`config.mk`:
```
export PLATFORM = sky130hd
export DESIGN_NAME = tdc_multi_stamper
export DESIGN_NICKNAME = d
export VERILOG_FILES = /design/src/rtl/tdc_multi_stamper.sv
export SDC_FILE = /design/constraint.sdc
export NUM_CORES = 1
export LEC_CHECK = 0
export ABC_AREA = 1
export BUFFER_PORTS_ARGS = -buffer_cell sky130_fd_sc_hd__buf_4
export CORE_MARGIN = 2
export CORE_UTILIZATION = 53
export CTS_BUF_LIST = sky130_fd_sc_hd__clkbuf_8
export DETAILED_ROUTE_END_ITERATION = 7
export PLACE_DENSITY = 0.8
export RECOVER_POWER = 100
export SLEW_MARGIN = 20
export SYNTH_ARGS = -nofsm -noshare
export SYNTH_HDL_FRONTEND = slang
export SYNTH_SLANG_ARGS = --single-unit
```
`constraint.sdc`:
```
create_clock -name iClk -period 4 [get_ports iClk]
set_input_delay 1.2 -clock iClk [delete_from_list [all_inputs] [get_ports iClk]]
set_output_delay 1.2 -clock iClk [all_outputs]
set_load 0.005 [all_outputs]
```
`src/rtl/tdc_multi_stamper.sv`:
```
// tdc_multi_stamper
//   Multi-channel TDC time stamper. Each hit channel has its edges detected
//   against the previous-cycle level. A qualifying edge captures
//   {channel, edge type, coarse count, fine code} into that channel's pending
//   slot. A round-robin arbiter moves one pending slot per cycle into an
//   output FIFO. The FIFO is first-word fall-through.
//
// Ports
//   iClk       - sole clock; all logic runs on the rising edge
//   iRst       - asynchronous, active-low reset
//   iEnable    - enables coarse counting and edge capture
//   iHit       - per-channel hit levels, already synchronous to iClk
//   iTaps      - per-channel thermometer snapshots; channel c at [c*NUM_TAPS +: NUM_TAPS]
//   oData      - FIFO head {channel, edge(1=rise), coarse, fine}, MSB first
//   oValid     - oData holds a valid FIFO head
//   iReady     - consumer accepts oData when oValid & iReady
//   oOverflow  - sticky flag; set once at least one event has been dropped
//   oDropCount - number of dropped events, saturating at 255
//
// Handshake: a word transfers on every rising edge where oValid & iReady are
// both high. While oValid=1 and iReady=0, oData holds its value. oValid never
// drops without a transfer, except on reset.
module tdc_multi_stamper #(
    parameter int NUM_CH     = 4,
    parameter int NUM_TAPS   = 120,
    parameter int FINE_W     = 7,
    parameter int COARSE_W   = 16,
    parameter int FIFO_DEPTH = 8,
    parameter int EDGE_MODE  = 0,
    localparam int CH_W      = (NUM_CH > 1) ? $clog2(NUM_CH) : 1,
    localparam int DW        = CH_W + 1 + COARSE_W + FINE_W
) (
    input  logic                       iClk,
    input  logic                       iRst,
    input  logic                       iEnable,
    input  logic [NUM_CH-1:0]          iHit,
    input  logic [NUM_CH*NUM_TAPS-1:0] iTaps,
    output logic [DW-1:0]              oData,
    output logic                       oValid,
    input  logic                       iReady,
    output logic                       oOverflow,
    output logic [7:0]                 oDropCount
);

    localparam int AW = $clog2(FIFO_DEPTH);

    logic [COARSE_W-1:0] coarse_q;
    logic [NUM_CH-1:0]   hit_prev_q;
    logic [NUM_CH-1:0]   rise, fall, qual;
    logic [NUM_CH-1:0]   slot_full_q, slot_full_d, drop_vec;
    logic [DW-1:0]       slot_word_q [NUM_CH];
    logic [DW-1:0]       slot_word_d [NUM_CH];
    logic [CH_W-1:0]     rr_start_q, grant_ch;
    logic                grant_vld, fifo_full, push, pop;
    logic [DW-1:0]       fifo_mem [FIFO_DEPTH];
    logic [AW-1:0]       wr_ptr_q, rd_ptr_q;
    logic [AW:0]         cnt_q;
    logic                ovf_q;
    logic [7:0]          drop_cnt_q, drop_cnt_d;
    logic [8:0]          n_drops, drop_sum;
    int                  idx;

    // Bubble-tolerant fine code: count ones instead of locating the edge.
    function automatic logic [FINE_W-1:0] popcount(input logic [NUM_TAPS-1:0] t);
        logic [FINE_W-1:0] n;
        n = '0;
        for (int i = 0; i < NUM_TAPS; i++) n = n + FINE_W'(t[i]);
        return n;
    endfunction

    assign rise = iHit & ~hit_prev_q;
    assign fall = ~iHit & hit_prev_q;
    assign qual = !iEnable        ? '0   :
                  (EDGE_MODE == 0) ? rise :
                  (EDGE_MODE == 1) ? fall : (rise | fall);

    assign fifo_full = (cnt_q == (AW+1)'(FIFO_DEPTH));
    assign oValid    = (cnt_q != '0);
    assign pop       = oValid & iReady;
    // A grant is only made when the FIFO has room, so a push never meets a full FIFO.
    assign push      = grant_vld;

    // Round-robin search starting at the channel after the last grant.
    always_comb begin
        grant_vld = 1'b0;
        grant_ch  = '0;
        idx       = 0;
        for (int i = 0; i < NUM_CH; i++) begin
            idx = int'(rr_start_q) + i;
            if (idx >= NUM_CH) idx = idx - NUM_CH;
            if (!grant_vld && !fifo_full && slot_full_q[CH_W'(idx)]) begin
                grant_vld = 1'b1;
                grant_ch  = CH_W'(idx);
            end
        end
    end

    // Slot update: the granted slot is cleared first, so a new edge on that
    // channel in the same cycle reloads it instead of being dropped. The fine
    // code is computed from the captured slice at capture time and stored with
    // the rest of the word.
    always_comb begin
        slot_full_d = slot_full_q;
        drop_vec    = '0;
        for (int i = 0; i < NUM_CH; i++) slot_word_d[i] = slot_word_q[i];
        if (grant_vld) slot_full_d[grant_ch] = 1'b0;
        for (int i = 0; i < NUM_CH; i++) begin
            if (qual[i]) begin
                if (slot_full_d[i]) begin
                    drop_vec[i] = 1'b1;
                end else begin
                    slot_full_d[i] = 1'b1;
                    slot_word_d[i] = {CH_W'(i), rise[i], coarse_q,
                                      popcount(iTaps[i*NUM_TAPS +: NUM_TAPS])};
                end
            end
        end
    end

    // Several channels may drop in the same cycle; each one counts.
    always_comb begin
        n_drops = '0;
        for (int i = 0; i < NUM_CH; i++) n_drops = n_drops + 9'(drop_vec[i]);
        drop_sum   = {1'b0, drop_cnt_q} + n_drops;
        drop_cnt_d = drop_sum[8] ? 8'hFF : drop_sum[7:0];
    end

    always_ff @(posedge iClk or negedge iRst) begin
        if (!iRst) begin
            coarse_q    <= '0;
            hit_prev_q  <= '0;
            slot_full_q <= '0;
            for (int i = 0; i < NUM_CH; i++) slot_word_q[i] <= '0;
            rr_start_q  <= '0;
            wr_ptr_q    <= '0;
            rd_ptr_q    <= '0;
            cnt_q       <= '0;
            ovf_q       <= 1'b0;
            drop_cnt_q  <= '0;
        end else begin
            if (iEnable) coarse_q <= coarse_q + 1'b1;
            hit_prev_q  <= iHit;
            slot_full_q <= slot_full_d;
            for (int i = 0; i < NUM_CH; i++) slot_word_q[i] <= slot_word_d[i];
            if (push) begin
                wr_ptr_q   <= wr_ptr_q + 1'b1;
                rr_start_q <= (grant_ch == CH_W'(NUM_CH - 1)) ? '0 : grant_ch + 1'b1;
            end
            if (pop) rd_ptr_q <= rd_ptr_q + 1'b1;
            if (push && !pop)      cnt_q <= cnt_q + 1'b1;
            else if (!push && pop) cnt_q <= cnt_q - 1'b1;
            if (|drop_vec) ovf_q <= 1'b1;
            drop_cnt_q <= drop_cnt_d;
        end
    end

    // Storage only; validity is tracked by the pointers and count.
    always_ff @(posedge iClk) begin
        if (push) fifo_mem[wr_ptr_q] <= slot_word_q[grant_ch];
    end

    assign oData      = oValid ? fifo_mem[rd_ptr_q] : '0;
    assign oOverflow  = ovf_q;
    assign oDropCount = drop_cnt_q;

endmodule
```
==> flow_metrics.env <==
export IMPL_critical_path_max_stage_delay_ns=0.54
export IMPL_synth_cell_type_count=35
export IMPL_max_slew_margin=-0.7065
export IMPL_violations="capacitance limit, slew limit, setup timing"
export IMPL_drtIter0Drc=1002
export IMPL_ys_warn_count=0
export IMPL_crit_path_start_kind="input port"
export IMPL_fin_cells=4085
export IMPL_path_buf_inv=8
export IMPL_cts_made_buffers=54
export IMPL_clk_path_buf_depth=3
export IMPL_synth_largest_area_cell="fa_1"
export IMPL_fin_skew_ns=0.04595
export IMPL_drive_above_1_share=0.2522
export IMPL_finalWorstSetupSlack_ns=-2.828
export IMPL_overflow=0
export IMPL_dp_hpwl_um=53130
export IMPL_post_route_period_util=1.707
export IMPL_first_pass_iters=5
export IMPL_ys_seq_area_frac=0.3498
export IMPL_ys_ff_latch=352
export IMPL_r2r_start="rr_start_q[0]"
export IMPL_ctsHtreeMaxLevel=2
export IMPL_r2r_cells=24
export IMPL_r2r_end="oDropCount[5]"
export IMPL_min_period_ns=6.828
export IMPL_grt_first_pass_wirelength_um=106800
export IMPL_synthCells=2765
export IMPL_crit_type="in2reg"
export IMPL_grt_most_used_layer="met2"
export IMPL_synthArstFlopShare=0.4091
export IMPL_drc=0
export IMPL_coreArea_um2=52550
export IMPL_detail_route_antenna_nets=0
export IMPL_track_usage=0.2506
export IMPL_antenna_found_initial=3
export IMPL_holdPathStages=2
export IMPL_io_buffers=523
export IMPL_regArea_um2=9852
export IMPL_cts_root_buf="clkbuf_8"
export IMPL_synth_area_leaders="fa_1 31%, edfxtp_1 22%, dfrtp_1 13%, inv_1 11%, ha_1 4.2%"
export IMPL_synth_area_per_cell_um2=10.18
export IMPL_grt_max_degree=106
export IMPL_fmax_mhz=146.5
export IMPL_use_met1=0.3042
export IMPL_final_hold_viol_count=0
export IMPL_synthesis_area_um2=28160
export IMPL_rrSetupSlack_ns=-0.84
export IMPL_rsz0062_at_grt="true"
export IMPL_num_vias=20195
export IMPL_numClockSinks=352
export IMPL_crit_path_top_delay_cell="fa_1"
export IMPL_holdBufCountCts=0
export IMPL_initial_core_util=0.5358
export IMPL_dieArea_um2=54980
export IMPL_grt_pass1_vias=21596
export IMPL_routedWlPerCell_um=16.71
export IMPL_hold_end="slot_word_q[49]"
export IMPL_met2_usage=0.4520
export IMPL_max_slew_worst_pin_slew_ns=2.560
export IMPL_tritoncts="yes"
export IMPL_cp_common_cell="fa_1"
export IMPL_outcome="complete, but fails checks"
export IMPL_setup_viol=43
export IMPL_die_w_um=234.5
export IMPL_clk_pin_slew_ns=0.06
export IMPL_n_fill_cell=3944
export IMPL_syn_num_nets=3784
export IMPL_crit_arrival_ns=7.30
export IMPL_rows=84
export IMPL_die_h_um=234.5
export IMPL_endpoint_kind="flop"
export IMPL_syn2layout_area_growth_pct=23.29
export IMPL_maxSlewViolCount=47
export IMPL_synth_edff_count=208
export IMPL_gp_congestion=0.9041
export IMPL_final_net_count=4372
export IMPL_hold_path_class="reg2reg"
export IMPL_hold_start="slot_word_q[49]"
export IMPL_synth_ff_type="edfxtp_1"
export IMPL_crit_family="adder cells"
export IMPL_dp_cells=3976
export IMPL_num_io_pins=524
export IMPL_multi_input_area_um2=15140
export IMPL_crit_path_max_fanout=2
export IMPL_clkLatencyLatePin_ns=0.62
export IMPL_synth_top_area_frac=0.3100
export IMPL_vias_per_cell=4.944
export IMPL_required_ns=4.47
export IMPL_final_util=0.6605
export IMPL_timing_hold_ws_ns=0.4514
export IMPL_wirelength_um=68280
export IMPL_max_cap_viol_count=1
export IMPL_grt_met3_usage=0.04324
[registers in the layout, indices dropped and copies added, names as in the netlist]
| name | cells |
|---|---|
| cnt_q | 4 |
| slot_word_q | 99 |
| wr_ptr_q | 3 |
| rr_start_q | 2 |
| coarse_q | 16 |
| oDropCount | 8 |
| fifo_mem | 208 |
| oOverflow | 1 |
| rd_ptr_q | 3 |
| slot_full_q | 4 |
| hit_prev_q | 4 |
[through the flow]
stage / setup TNS [ns] / setup slack [ns] / area, um^2
after detailed placement: -87.02 / -3.425 / 33350
after global placement: -85.04 / -3.353 / 33350
after floorplan: -75.10 / -3.068 / 28330
final: -75.37 / -2.828 / 34710
after global routing: -102.80 / -3.104 / 34710
after CTS: -68.07 / -2.792 / 34710
[what timing repair did]
action	CTS	global route
endpoints found under the setup margin	34	37
resized for setup	92	68
hold endpoints to repair	0	0
pin swaps	57	62
buffers inserted	5	13
[layout make-up]
cell class | count | share of cell area
antenna | 3 | 0.0002163
clock inverter | 37 | 0.005839
timing repair buffer | 613 | 0.1348
multi-input combinational | 1499 | 0.4362
tap | 688 | 0.02480
clock buffer | 60 | 0.02379
sequential | 352 | 0.2838
inverter | 833 | 0.09058
[cell families (layout without fill, tap and decap cells)]
logic type	Yosys count	count (layout)	share of synthesized area
buffers and inverters	914	1543	0.1273
AND/OR/NAND/NOR	610	610	0.09341
adder cells (fa/ha/maj)	531	531	0.3522
flip-flops	352	352	0.3498
AO/OA/AOI/OAI	318	318	0.06479
XOR/XNOR	40	40	0.01244
other	0	3	0
[Yosys cell counts (10+ instances only)]
cell type,number
a21oi_1,21
a31oi_1,29
buf_2,15
buf_6,15
clkbuf_1,44
dfrtp_1,144
edfxtp_1,208
fa_1,436
ha_1,95
inv_1,830
nand2_1,265
nand2_2,10
nand3_1,76
nand3b_1,46
nor2_1,198
o21ai_0,176
o21ai_1,23
o21ai_2,37
o22ai_1,26
xnor2_1,11
xor2_1,29
[metal layers]
metal	part of all wire	routed length (um)
met5	0	0
met4	0.035	2395
met3	0.060	4092
met1	0.37	25500
met2	0.53	36290
[worst max path at each step]
stage	start	endpoint	slack (ns)	cells past startpoint
after global placement	iTaps[299]	slot_word_q[32]	-3.35	27
after detailed placement	iTaps[299]	slot_word_q[32]	-3.42	27
after CTS	iTaps[311]	slot_word_q[32]	-2.79	25
after floorplan	iTaps[173]	slot_word_q[58]	-3.07	22
final	iTaps[311]	slot_word_q[32]	-2.83	25
after global routing	iTaps[299]	slot_word_q[32]	-3.10	27
[tightest hold or removal path, delay by kind of cell (launching register included)]
kind / cells / cell delay (ns)
DFF: 1 / 0.32
and+or+nand+nor: 1 / 0.06
buffers and inverters: 1 / 0.05
[layout by cell type (no fill, tap or decap), types with 29 or more instances in the layout]
cell type	n
ha_1	85
nand3b_1	46
fa_2	48
inv_2	52
a31oi_1	29
o21ai_0	200
nand2_1	259
fa_1	388
nor2_1	192
inv_1	795
edfxtp_1	208
clkbuf_8	60
dfrtp_1	142
nand3_1	64
buf_4	541
Power is not shown: default switching activity piles up to over one toggle a cycle in this logic, so the estimate is an artifact.
